==> src/rtl/seg7_pkg.sv <==
// rtl/seg7_pkg.sv - segment encodings and BCD decode shared by the seg7 counter
package seg7_pkg;

    // Bit positions inside the 8-bit {A,B,C,D,E,F,G,DP} segment bus
    localparam int SEG_A  = 7;
    localparam int SEG_G  = 1;
    localparam int SEG_DP = 0;

    localparam logic [3:0] BCD_MAX = 4'd9;

    localparam logic [6:0] SEG7_0     = 7'b1111110;
    localparam logic [6:0] SEG7_1     = 7'b0110000;
    localparam logic [6:0] SEG7_2     = 7'b1101101;
    localparam logic [6:0] SEG7_3     = 7'b1111001;
    localparam logic [6:0] SEG7_4     = 7'b0110011;
    localparam logic [6:0] SEG7_5     = 7'b1011011;
    localparam logic [6:0] SEG7_6     = 7'b1011111;
    localparam logic [6:0] SEG7_7     = 7'b1110000;
    localparam logic [6:0] SEG7_8     = 7'b1111111;
    localparam logic [6:0] SEG7_9     = 7'b1111011;
    localparam logic [6:0] SEG7_BLANK = 7'b0000000;

    function automatic logic [6:0] seg7_decode(input logic [3:0] digit);
        case (digit)
            4'd0:    return SEG7_0;
            4'd1:    return SEG7_1;
            4'd2:    return SEG7_2;
            4'd3:    return SEG7_3;
            4'd4:    return SEG7_4;
            4'd5:    return SEG7_5;
            4'd6:    return SEG7_6;
            4'd7:    return SEG7_7;
            4'd8:    return SEG7_8;
            4'd9:    return SEG7_9;
            default: return SEG7_BLANK;
        endcase
    endfunction

endpackage

==> src/rtl/bcd_digit.sv <==
// rtl/bcd_digit.sv - one up/down BCD digit with clear, load and ripple carry/borrow
module bcd_digit
    import seg7_pkg::*;
(
    input  logic       clk,
    input  logic       up,
    input  logic       step,
    input  logic       clr,
    input  logic       load,
    input  logic [3:0] load_val,
    output logic [3:0] value,
    output logic       carry_out,
    output logic       borrow_out
);

    always_ff @(posedge clk) begin
        if (clr) begin
            value <= 4'd0;
        end else if (load) begin
            value <= (load_val > BCD_MAX) ? 4'd0 : load_val;
        end else if (step) begin
            if (up) begin
                value <= (value == BCD_MAX) ? 4'd0 : value + 4'd1;
            end else begin
                value <= (value == 4'd0) ? BCD_MAX : value - 4'd1;
            end
        end
    end

    // Combinational so the whole chain settles within the tick cycle
    assign carry_out  = step & up & (value == BCD_MAX);
    assign borrow_out = step & ~up & (value == 4'd0);

endmodule

==> src/rtl/seg7_multidigit_counter.sv <==
// rtl/seg7_multidigit_counter.sv - N-digit BCD up/down counter with multiplexed 7-segment drive
module seg7_multidigit_counter
    import seg7_pkg::*;
#(
    parameter int NUM_DIGITS   = 4,
    parameter int TICK_DIV     = 16000000,
    parameter int SCAN_DIV     = 4000,
    parameter int COMMON_ANODE = 0
) (
    input  logic                    CLK,
    input  logic                    RST,
    input  logic                    EN,
    input  logic                    UP,
    input  logic                    CLR,
    input  logic                    LOAD,
    input  logic [4*NUM_DIGITS-1:0] LOAD_VAL,
    input  logic                    BLANK_LZ,
    input  logic [NUM_DIGITS-1:0]   DP_SEL,
    output logic [4*NUM_DIGITS-1:0] COUNT,
    output logic                    WRAP,
    output logic [7:0]              SEG,
    output logic [NUM_DIGITS-1:0]   DIG
);

    localparam int PW = (TICK_DIV > 1) ? $clog2(TICK_DIV) : 1;
    localparam int SW = (SCAN_DIV > 1) ? $clog2(SCAN_DIV) : 1;
    localparam int IW = (NUM_DIGITS > 1) ? $clog2(NUM_DIGITS) : 1;

    localparam logic [PW-1:0] PRESC_LAST = PW'(TICK_DIV - 1);
    localparam logic [SW-1:0] DWELL_LAST = SW'(SCAN_DIV - 1);
    localparam logic [IW-1:0] IDX_LAST   = IW'(NUM_DIGITS - 1);

    // XOR masks that also serve as the "all off" reset levels
    localparam logic [7:0]            SEG_OFF = (COMMON_ANODE != 0) ? 8'hFF : 8'h00;
    localparam logic [NUM_DIGITS-1:0] DIG_OFF = {NUM_DIGITS{COMMON_ANODE != 0}};

    logic [PW-1:0]       presc;
    logic [SW-1:0]       dwell;
    logic [IW-1:0]       idx;
    logic                tick;
    logic [NUM_DIGITS:0] chain;
    logic [NUM_DIGITS-1:0] carry;
    logic [NUM_DIGITS-1:0] borrow;

    assign tick     = EN && (presc == PRESC_LAST);
    assign chain[0] = tick & ~CLR & ~LOAD;

    always_ff @(posedge CLK) begin
        if (RST || CLR || LOAD) begin
            presc <= '0;
        end else if (EN) begin
            presc <= tick ? '0 : presc + 1'b1;
        end
    end

    for (genvar g = 0; g < NUM_DIGITS; g++) begin : g_digit
        bcd_digit u_digit (
            .clk        (CLK),
            .up         (UP),
            .step       (chain[g]),
            .clr        (RST | CLR),
            .load       (LOAD),
            .load_val   (LOAD_VAL[4*g +: 4]),
            .value      (COUNT[4*g +: 4]),
            .carry_out  (carry[g]),
            .borrow_out (borrow[g])
        );
        assign chain[g+1] = carry[g] | borrow[g];
    end

    always_ff @(posedge CLK) begin
        if (RST) begin
            WRAP <= 1'b0;
        end else begin
            WRAP <= chain[NUM_DIGITS];
        end
    end

    always_ff @(posedge CLK) begin
        if (RST) begin
            dwell <= '0;
            idx   <= '0;
        end else if (dwell == DWELL_LAST) begin
            dwell <= '0;
            idx   <= (idx == IDX_LAST) ? '0 : idx + 1'b1;
        end else begin
            dwell <= dwell + 1'b1;
        end
    end

    logic [NUM_DIGITS-1:0] blank;
    logic [3:0]            nib;
    logic                  nib_blank;
    logic                  nib_dp;
    logic                  upper_zero;
    logic [7:0]            seg_raw;
    logic [NUM_DIGITS-1:0] dig_raw;

    // Walk from the most significant digit so each position knows whether everything above it is zero
    always_comb begin
        blank      = '0;
        upper_zero = 1'b1;
        nib        = 4'd0;
        nib_blank  = 1'b0;
        nib_dp     = 1'b0;
        dig_raw    = '0;
        for (int i = NUM_DIGITS - 1; i >= 0; i--) begin
            upper_zero = upper_zero && (COUNT[4*i +: 4] == 4'd0);
            blank[i]   = BLANK_LZ && (i != 0) && upper_zero;
        end
        for (int i = 0; i < NUM_DIGITS; i++) begin
            if (idx == IW'(i)) begin
                nib        = COUNT[4*i +: 4];
                nib_blank  = blank[i];
                nib_dp     = DP_SEL[i];
                dig_raw[i] = 1'b1;
            end
        end
        seg_raw                = '0;
        seg_raw[SEG_A:SEG_G]   = nib_blank ? SEG7_BLANK : seg7_decode(nib);
        seg_raw[SEG_DP]        = nib_dp;
    end

    always_ff @(posedge CLK) begin
        if (RST) begin
            SEG <= SEG_OFF;
            DIG <= DIG_OFF;
        end else begin
            SEG <= seg_raw ^ SEG_OFF;
            DIG <= dig_raw ^ DIG_OFF;
        end
    end

endmodule

==> config.mk <==
export PLATFORM = sky130hd
export DESIGN_NAME = seg7_multidigit_counter
export DESIGN_NICKNAME = d
export VERILOG_FILES = /design/src/rtl/seg7_pkg.sv /design/src/rtl/bcd_digit.sv /design/src/rtl/seg7_multidigit_counter.sv
export SDC_FILE = /design/constraint.sdc
export NUM_CORES = 1
export LEC_CHECK = 0
export ABC_AREA = 1
export BUFFER_PORTS_ARGS = -buffer_cell sky130_fd_sc_hd__buf_2
export CAP_MARGIN = 25
export CORE_MARGIN = 1
export CORE_UTILIZATION = 54
export CTS_BUF_LIST = sky130_fd_sc_hd__clkbuf_4
export CTS_CLUSTER_SIZE = 10
export DETAILED_ROUTE_END_ITERATION = 8
export PLACE_DENSITY = 0.86
export SLEW_MARGIN = 15
export SYNTH_ARGS = -nofsm -noshare
export SYNTH_HDL_FRONTEND = slang
export SYNTH_HIERARCHICAL = 1
export SYNTH_SLANG_ARGS = --single-unit
==> constraint.sdc <==
create_clock -name CLK -period 2.9 [get_ports CLK]
set_input_delay 0.435 -clock CLK [delete_from_list [all_inputs] [get_ports CLK]]
set_output_delay 0.435 -clock CLK [all_outputs]
set_load 0.005 [all_outputs]
==> impl_metrics.toml, run 1 <==
[run_status]
failed_checks = "negative setup slack"
outcome = "complete, but fails checks"

[synth]
flop_and_latch_count_out_of_synthesis = 67
ys.warnings.count = 6
synth.avg_cell_area_um2 = 6.297
synth.distinct_cells = 38
asyncSetResetFlopFracSynth_pct = 0
synth_top_family_by_area = "simple AND/OR/NAND/NOR gates"
yosys.area_share.xor_xnor_pct = 1.043
synth_compound_gate_area_share_pct = 13.08
portion_of_the_post_synthesis_area_used_by_sequential_elements_pct = 31.93
ys_dominant_reg_cell = "dfxtp_1"
synth-adder-area-share_pct = 3.575
synth.area.mux_share_pct = 0
synth_simple_gate_area_share_pct = 40.63
syn_inst = 667
synth.cell_area_mm2 = 0.004200
syn_nets = 706
synth_enable_flop_cells = 0

[timing]
slew_limit_headroom_pct = 70.32
holdWs_ns = 0.3237
finClkSkew_ns = 0.01201
tightest_slew_ns = 0.4418
timing.final.hold_violations = 0
setup_slack_ns = -0.04371
setup_tns_ns = -0.1044
drv_slew = 0
fmaxAchievable_mhz = 339.7
final_period_minus_worst_setup_slack_ns = 2.944
min_period_over_period_pct = 101.5
setup_viol = 3
rsz0062_at_grt = "true"

[global_route]
grt_max_degree = 22
total_congestion_overflow_after_global_routing = 0
grt_use_total_pct = 26.48
first_pass_grt_wire_length_um = 18040
antenna_found_initial = 0
first_global_vias = 4242

[drt]
drt_wl_total_um = 10910
routed_via_density = 5.473
detailedRoute.firstPassIterationCount = 5
drc_errors = 0
final_antenna_net_count = 0
wire_per_inst_um = 12.67
via_count = 4712
drt-initial-drc-count = 276

[hold_path]
timing.hold.worst.class = "in2reg"

[clock_tree]
clock_tree.buffer_depth = 2
quantity_of_hold_fixing_buffers_added_after_cts = 0
cts.sinks = 67
insertion_delay_ns = 0.42
cts_tree = "built"
cts_made_buffers = 9
count_of_h_tree_levels_built_during_cts = 3
clk_pin_slew_worst_paths_ns = 0.11
clockRootBuffer = "clkbuf_4"

[die]
floorplan.core_area_mm2 = 0.007370
num_rows = 31
fp.dieH_um = 90.20
pin_count = 56
die_width_um = 90.20
dieArea_mm2 = 0.008135
floorplan.initialDensity_pct = 56.99

[cells_and_area]
layout-drive-gt1-share_pct = 21.92
postLayoutCoreUtil_pct = 68.18
fin_area_mm2 = 0.005025
multi_input_comb_area_mm2 = 0.002574
instances_no_fill = 861
seqCellArea_mm2 = 0.001344
most_frequent_standard_cell_in_the_layout_excluding_fill_and_tap_cells = "nand2_1"
layout.filler_cells = 629
num-nets-final = 797
insertedDiodeCount = 0
mostFrequentLayoutCells = "182 x nand2_1, 88 x nor2_1, 79 x inv_1, 65 x dfxtp_1, 55 x buf_2"
syn_to_final_growth_pct = 19.63

[critical_path]
worstSetupEndpointType = "flop"
crit_path_cell_trace = "ha_4 > nand2_2 > nor2_2 > nand4_1 > nor2_2 > inv_2 > nor3_4 > inv_2 > nor4_2 > or2_4 > inv_4 > nor4_4 > or2_4 > inv_4 > nor4_4 > or2_4 > nor2_4 > inv_2 > buf_4 > o32ai_1 > nor2_1"
timing.critical_path.required_ns = 3.26
worst-setup-path-type = "reg2reg"
critPathArrivalTime_ns = 3.30
slowest_delay_ns = 0.37
critical_path.startpoint_type = "flop"
critical_path.max_fanout = 4
timing.critical_path.slowest_stage_cell = "dfxtp_2"

[pwr]
power.static_leakage_nw = 2.413
power.density_mw_per_mm2 = 339.6
irDropWorstVdd_mv = 0.2160

[run]
maxCapViolations = 0

[placement]
inst_count_dp = 843
place.gp.congestion = 0.9436
post_dp_cell_area_mm2 = 0.004765
io_buffers = 55
post-dp-hpwl_um = 8043
-- Yosys cell counts, types with 5 or more instances --
library cell	number	area, µm²
a21oi_1	38	190.2
a21oi_2	5	43.79
a31oi_1	6	37.54
dfxtp_1	67	1341
ha_1	12	150.1
inv_1	84	315.3
inv_2	11	41.29
nand2_1	184	690.7
nand3_1	42	210.2
nand3_2	6	60.06
nand4_1	13	81.33
nor2_1	90	337.8
nor2_2	6	37.54
nor3_1	22	110.1
o21ai_0	28	140.1
or2_2	5	31.28
-- worst max-delay path: cells and delay by family, from the launching register on --
kind	cells	cell delay [ns]
and+or+nand+nor	13	1.89
AOI/OAI and AO/OA	1	0.06
buffers and inverters	6	0.42
adders and majority gates	1	0.14
DFF	1	0.37
-- path summary, 6_finish.rpt --
kind	startpoint	end	slack (ns)	cells past startpoint
min reg2reg	dwell[0]	dwell[0]	0.45	1
max reg2reg	presc[1]	g_digit[3].u_digit/value[0]	-0.04	21
max	presc[1]	g_digit[3].u_digit/value[0]	-0.04	21
min	RST	WRAP	0.32	2
-- registers in the layout, summed over array words and instances, names as in the netlist --
register and cells:
DIG 4, WRAP 1, presc 24, g_digit.u_digit/value 16, dwell 12, idx 2, SEG 8
-- metal layers --
layer  vias up  share of wire (%)  track usage, %
li1       2351                  -               -
met1      2141                 41           32.33
met2       189                 50           45.99
met3        31                6.3           3.638
met4         0                2.4           12.10
met5         -                  0               0
-- timing repair --
action,CTS,global route
hold endpoints to repair,0,0
gates resized for setup,3,34
buffers inserted,1,2
endpoints found under the setup margin,5,9
pin swaps,2,13
-- final cells by class --
class                           count  share of cell area, %
Sequential cell                    67                  26.74
Inverter                           95                  7.196
Tap cell                           99                  2.465
Timing Repair Buffer               87                  10.26
Clock buffer                       10                  1.494
Clock inverter                      5                 0.6225
Multi-Input combinational cell    498                  51.22
-- power breakdown --
group	leakage (nW)	switching [mW]	total (mW)	internal (mW)
clock	0.0620	0.347	0.525	0.178
sequential	0.545	0.0221	0.962	0.940
combinational	1.81	0.137	0.220	0.0831
total	2.41	0.505	1.71	1.20
-- logic make-up (layout without fill, tap and decap cells) --
group                    count (synthesis)  after routing
AO/OA/AOI/OAI                           95             95
adder cells (fa/ha/maj)                 12             12
XOR/XNOR                                 5              5
AND/OR/NAND/NOR                        386            386
buffers and inverters                  102            197
flip-flops                              67             67
-- through the flow --
step	setup slack (ns)	total power, mW
floorplan	0.005923	1.110
global placement	-0.05595	1.180
CTS	0.01358	1.696
finish	-0.04371	1.707
detailed placement	-0.2372	1.188
global route	-0.2342	1.779
(Power assumes the default switching activity.)
==> run 2: changes to the inputs <==
--- a/config.mk
+++ b/config.mk
@@ -6,14 +6,14 @@
 export NUM_CORES = 1
 export LEC_CHECK = 0
 export ABC_AREA = 1
-export BUFFER_PORTS_ARGS = -buffer_cell sky130_fd_sc_hd__buf_2
 export CAP_MARGIN = 25
 export CORE_MARGIN = 1
-export CORE_UTILIZATION = 54
+export CORE_UTILIZATION = 60
 export CTS_BUF_LIST = sky130_fd_sc_hd__clkbuf_4
 export CTS_CLUSTER_SIZE = 10
 export DETAILED_ROUTE_END_ITERATION = 8
-export PLACE_DENSITY = 0.86
+export DONT_BUFFER_PORTS = 1
+export PLACE_DENSITY = 0.87
 export SLEW_MARGIN = 15
 export SYNTH_ARGS = -nofsm -noshare
 export SYNTH_HDL_FRONTEND = slang
==> impl_metrics.toml, run 2 (synthesis gave the netlist of run 1 again) <==
[pwr]
power.switching_fraction_pct = 27.85
irDropWorstVdd_mv = 0.2774
combPwrFrac_pct = 10.2
power.share.sequential_pct = 59.6
power.density_mw_per_mm2 = 348.5
power.static_leakage_nw = 2.108
share_clk_of_total_power_pct = 30.3
cellInternalPower_mw = 1.169
switchingPower_uw = 451.1

[drt]
highest_layer = "met4"
drt_wl_total_um = 10410
drt-initial-drc-count = 369
drc_errors = 0
wire_per_inst_um = 13.10
final_antenna_net_count = 0
detailedRoute.firstPassIterationCount = 5
via_count = 4413
route.layer.met1.wl_um = 4251
routed-wl-met2_um = 5105
routed_via_density = 5.551
dr_wl_met3_um = 735

[cells_and_area]
num-nets-final = 734
layout-drive-gt1-share_pct = 13.73
postLayoutCoreUtil_pct = 68.40
largest_register = "presc"
most_frequent_standard_cell_in_the_layout_excluding_fill_and_tap_cells = "nand2_1"
reg_top3 = "presc (24), g_digit.u_digit/value (16), dwell (12)"
flip_flop_count_of_the_largest_register_after_layout = 24
fin_area_mm2 = 0.004647
syn_to_final_growth_pct = 10.63
layout.filler_cells = 564
insertedDiodeCount = 0
mostFrequentLayoutCells = "183 x nand2_1, 88 x nor2_1, 79 x inv_1, 65 x dfxtp_1, 42 x nand3_1"

[global_route]
first_pass_grt_wire_length_um = 17270
total_congestion_overflow_after_global_routing = 0
grt_max_degree = 23
antenna_found_initial = 0
first_global_vias = 4006
grt_use_total_pct = 28.92

[run_status]
outcome = "completed"

[timing]
rsz0062_at_grt = "true"
finClkSkew_ns = 0.01541
fmaxAchievable_mhz = 355.3
min_period_over_period_pct = 97.06
final_period_minus_worst_setup_slack_ns = 2.815
tightest_slew_ns = 0.4488
setup_tns_ns = 0
setup_slack_ns = 0.08512
slew_limit_headroom_pct = 69.97
holdWs_ns = 0.08431
timing.final.hold_violations = 0
drv_slew = 0
setup_viol = 0

[critical_path]
critPathArrivalTime_ns = 3.11
worst-setup-path-type = "reg2reg"
critical_path.startpoint_type = "flop"
critical_path.max_fanout = 3
worstSetupEndpointType = "flop"
timing.critical_path.required_ns = 3.20

[clock_tree]
cts_tree = "built"
clock_tree.buffer_depth = 2
clockRootBuffer = "clkbuf_4"
cts.sinks = 67
count_of_h_tree_levels_built_during_cts = 3
insertion_delay_ns = 0.40
cts_made_buffers = 9
clk_pin_slew_worst_paths_ns = 0.11

[die]
floorplan.initialDensity_pct = 61.82
die_width_um = 85.67
dieArea_mm2 = 0.007339
pin_count = 56
num_rows = 30
floorplan.core_area_mm2 = 0.006794
fp.dieH_um = 85.67

[placement]
io_buffers = 0
place.gp.congestion = 0.9115
post_dp_cell_area_mm2 = 0.004418
post-dp-hpwl_um = 7664
dp_slack_ns = -0.1088

[hold_path]
timing.hold.worst.class = "in2reg"

[run]
maxCapViolations = 0
run 2: changes by cell type in the layout (fill, tap and decap cells not counted), moves of 2 or more:
cell	change
buf_2	-55
nor3_2	-2
o21ai_2	-2
buf_4	-8
o21ai_1	+2
clkinv_1	+3
run 2: path summary, 6_finish.rpt:
check	slack (ns)	to	startpoint	depth (start not counted)
min reg2reg	0.47	dwell[0]	dwell[0]	1
max	0.09	g_digit[3].u_digit/value[0]	presc[1]	19
max reg2reg	0.09	g_digit[3].u_digit/value[0]	presc[1]	19
min	0.08	WRAP	RST	1
run 2: power by group through the flow:
| stage | Combinational, mW | Sequential [mW] | Clock [mW] |
|---|---|---|---|
| 2_1_floorplan | 0.130 | 0.980 | 0 |
| 3_3_place_gp | 0.148 | 0.985 | 0 |
| 3_5_place_dp | 0.155 | 0.986 | 0 |
| 4_1_cts | 0.156 | 0.965 | 0.496 |
| 5_1_grt | 0.185 | 0.969 | 0.550 |
| 6_report | 0.164 | 0.965 | 0.490 |
run 2: area by class of cell:
class	instances	area (µm²)	share of cell area, %
Inverter	95	359.1	7.728
Multi-Input combinational cell	498	2547	54.82
Clock inverter	5	21.27	0.4577
Timing Repair Buffer	24	180.2	3.877
Clock buffer	10	75.07	1.616
Tap cell	96	120.1	2.585
Sequential cell	67	1344	28.92
run 2: what timing repair did:
action / 4_1_cts / 5_1_grt
hold buffers: 0 / 0
setup buffers: 1 / 3
pin swaps: 1 / 15
gates resized for setup: 1 / 29
setup endpoints to repair: 5 / 7
endpoints found under the hold margin: 0 / 0
run 2: routing by layer:
metal	up-vias	GRT usage [%]
met5	-	0
met4	0	13.94
met3	37	5.101
met2	176	51.27
met1	1984	33.71
li1	2216	-
run 2: worst max-delay path: stages, from the launching register on:
cell,delay (ns)
dfxtp_2,0.37
ha_4,0.14
nand2_2,0.05
nor2_2,0.11
nand4_1,0.10
nor2_2,0.16
inv_2,0.07
nor3_4,0.20
inv_2,0.07
nor4_2,0.14
or2_4,0.17
inv_2,0.04
nor3_1,0.16
or2_4,0.16
inv_4,0.04
nor3_4,0.16
or2_4,0.15
nand2_1,0.14
o221ai_2,0.18
nor2_1,0.08
run 2: through the flow:
stage               power [mW]  instances
floorplan                1.110        667
global placement         1.133        776
detailed placement       1.141        776
CTS                      1.617        792
global route             1.704        795
finish                   1.620        795
==> run 3: changes to the inputs <==
--- a/config.mk
+++ b/config.mk
@@ -8,12 +8,12 @@
 export ABC_AREA = 1
 export CAP_MARGIN = 25
 export CORE_MARGIN = 1
-export CORE_UTILIZATION = 60
+export CORE_UTILIZATION = 47
 export CTS_BUF_LIST = sky130_fd_sc_hd__clkbuf_4
 export CTS_CLUSTER_SIZE = 10
 export DETAILED_ROUTE_END_ITERATION = 8
 export DONT_BUFFER_PORTS = 1
-export PLACE_DENSITY = 0.87
+export PLACE_DENSITY = 0.72
 export SLEW_MARGIN = 15
 export SYNTH_ARGS = -nofsm -noshare
 export SYNTH_HDL_FRONTEND = slang
==> impl_metrics.toml, run 3 (synthesis gave the netlist of run 1 again) <==
[timing]
final_period_minus_worst_setup_slack_ns = 2.811
fmaxAchievable_mhz = 355.7
setup_viol = 0
setup_tns_ns = 0
min_period_over_period_pct = 96.94
finClkSkew_ns = 0.01518
drv_slew = 0
slew_limit_headroom_pct = 68.40
tightest_slew_ns = 0.4704
timing.final.hold_violations = 0

[drt]
drc_errors = 1
detailedRoute.firstPassIterationCount = 8
final_antenna_net_count = 0
drt-initial-drc-count = 239
routed_via_density = 5.484
wire_per_inst_um = 13.54
drt_wl_total_um = 11110
via_count = 4497

[clock_tree]
cts_tree = "built"
cts.sinks = 67
cts_made_buffers = 9
clk_pin_slew_worst_paths_ns = 0.12
insertion_delay_ns = 0.42
clockRootBuffer = "clkbuf_4"
count_of_h_tree_levels_built_during_cts = 3
clock_tree.buffer_depth = 2

[die]
floorplan.initialDensity_pct = 48.40
die_width_um = 96.54
fp.dieH_um = 96.54
floorplan.core_area_mm2 = 0.008678
num_rows = 34
pin_count = 56
dieArea_mm2 = 0.009319

[cells_and_area]
layout.filler_cells = 866
mostFrequentLayoutCells = "182 x nand2_1, 88 x nor2_1, 78 x inv_1, 65 x dfxtp_1, 42 x nand3_1"
syn_to_final_growth_pct = 14.51
most_frequent_standard_cell_in_the_layout_excluding_fill_and_tap_cells = "nand2_1"
insertedDiodeCount = 0
fin_area_mm2 = 0.004810
flip_flop_count_of_the_largest_register_after_layout = 24
largest_register = "presc"
reg_top3 = "presc (24), g_digit.u_digit/value (16), dwell (12)"
num-nets-final = 746
layout-drive-gt1-share_pct = 16.43

[global_route]
grt_use_total_pct = 24.17
first_pass_grt_wire_length_um = 17750
antenna_found_initial = 0
grt_max_degree = 23
first_global_vias = 4227
total_congestion_overflow_after_global_routing = 0

[critical_path]
cp-startpoint = "presc[1]"
crit_path_cell_trace = "ha_4 > nand2_2 > nor2_4 > nand4_1 > nor2_2 > inv_2 > nor3_4 > inv_2 > nor3_2 > or2_4 > inv_2 > nor4_2 > or2_4 > inv_2 > nor4_2 > or2_4 > buf_6 > nand2_4 > a21oi_2 > a21oi_1 > nor2_1"
worst-setup-path-type = "reg2reg"
slowest_delay_ns = 0.38
crit_buf_inv = 5
worstSetupEndpointType = "flop"
critPathArrivalTime_ns = 3.17
worst_path_most_repeated_cell = "inv_2"
timing.critical_path.max_delay_family = "simple AND/OR/NAND/NOR gates"
timing.critical_path.slowest_stage_cell = "dfxtp_2"
reg2reg_slack_ns = 0.09
critical_path.max_fanout = 3
timing.critical_path.required_ns = 3.26
critical_path.startpoint_type = "flop"
worstReg2RegStart = "presc[1]"

[hold_path]
worst_hold_startpoint = "RST"
timing.hold.worst.class = "in2reg"

[pwr]
irDropWorstVdd_mv = 0.1908
power.density_mw_per_mm2 = 367.9
power.static_leakage_nw = 2.171

[run_status]
outcome = "complete, but fails checks"
failed_checks = "design-rule violations"

[placement]
io_buffers = 0
post_dp_cell_area_mm2 = 0.004478
place.gp.congestion = 0.8919
post-dp-hpwl_um = 7810

[run]
maxCapViolations = 0
-- run 3: timing repair --
action                     4_1_cts  5_1_grt
resized for setup               12       25
hold buffers                     0        0
pin swaps                        8       13
setup buffers                    2        8
setup endpoints to repair        5        5
-- run 3: final cells by class --
class                      count  area [µm²]  share of cell area, %
clock inverter                 7       68.82                  1.431
sequential                    67        1344                  27.94
tap                          108       135.1                  2.810
inverter                      95       356.6                  7.414
multi-input combinational    498        2564                  53.30
clock buffer                   9       67.56                  1.405
timing repair buffer          36       274.0                  5.697
-- run 3: routing by layer --
metal | wire (µm) | track usage, % | up-vias
li1 | - | - | 2251
met1 | 4638 | 26.96 | 2041
met2 | 5394 | 42.96 | 167
met3 | 759 | 5.712 | 38
met4 | 314 | 11.64 | 0
met5 | 0 | 0 | -
-- run 3: power breakdown --
group / switching (mW) / internal (mW) / leakage, nW
Sequential: 0.0251 / 0.940 / 0.545
Combinational: 0.107 / 0.0608 / 1.56
Clock: 0.378 / 0.257 / 0.0616
Total: 0.511 / 1.26 / 2.17
-- run 3: worst reg2reg max path: stages, from the launching register on --
cell     delay [ns]
dfxtp_2        0.38
ha_4           0.15
nand2_2        0.06
nor2_4         0.08
nand4_1        0.10
nor2_2         0.17
inv_2          0.07
nor3_4         0.15
inv_2          0.07
nor3_2         0.17
or2_4          0.14
inv_2          0.04
nor4_2         0.21
or2_4          0.16
inv_2          0.04
nor4_2         0.12
or2_4          0.17
buf_6          0.10
nand2_4        0.06
a21oi_2        0.13
a21oi_1        0.08
nor2_1         0.11
-- run 3: stage by stage --
| step | utilization, % | total power [mW] | setup slack (ns) | cells | hold WS [ns] |
|---|---|---|---|---|---|
| 2_1_floorplan | - | 1.110 | 0.005923 | 667 | 0.4175 |
| 3_3_place_gp | 51.60 | 1.135 | -0.03970 | 794 | 0.4327 |
| 3_5_place_dp | 51.60 | 1.140 | -0.2159 | 794 | 0.4429 |
| 4_1_cts | 53.85 | 1.767 | 0.05429 | 812 | 0.05812 |
| 5_1_grt | 55.42 | 1.844 | -0.08604 | 820 | 0.03834 |
| 6_report | 55.42 | 1.769 | 0.08873 | 820 | 0.06923 |
-- run 3: worst paths after layout --
check                                     end  cells past startpoint
setup / recovery  g_digit[3].u_digit/value[2]                     21
setup reg to reg  g_digit[3].u_digit/value[2]                     21
hold reg to reg                      dwell[0]                      1
hold / removal                           WRAP                      1
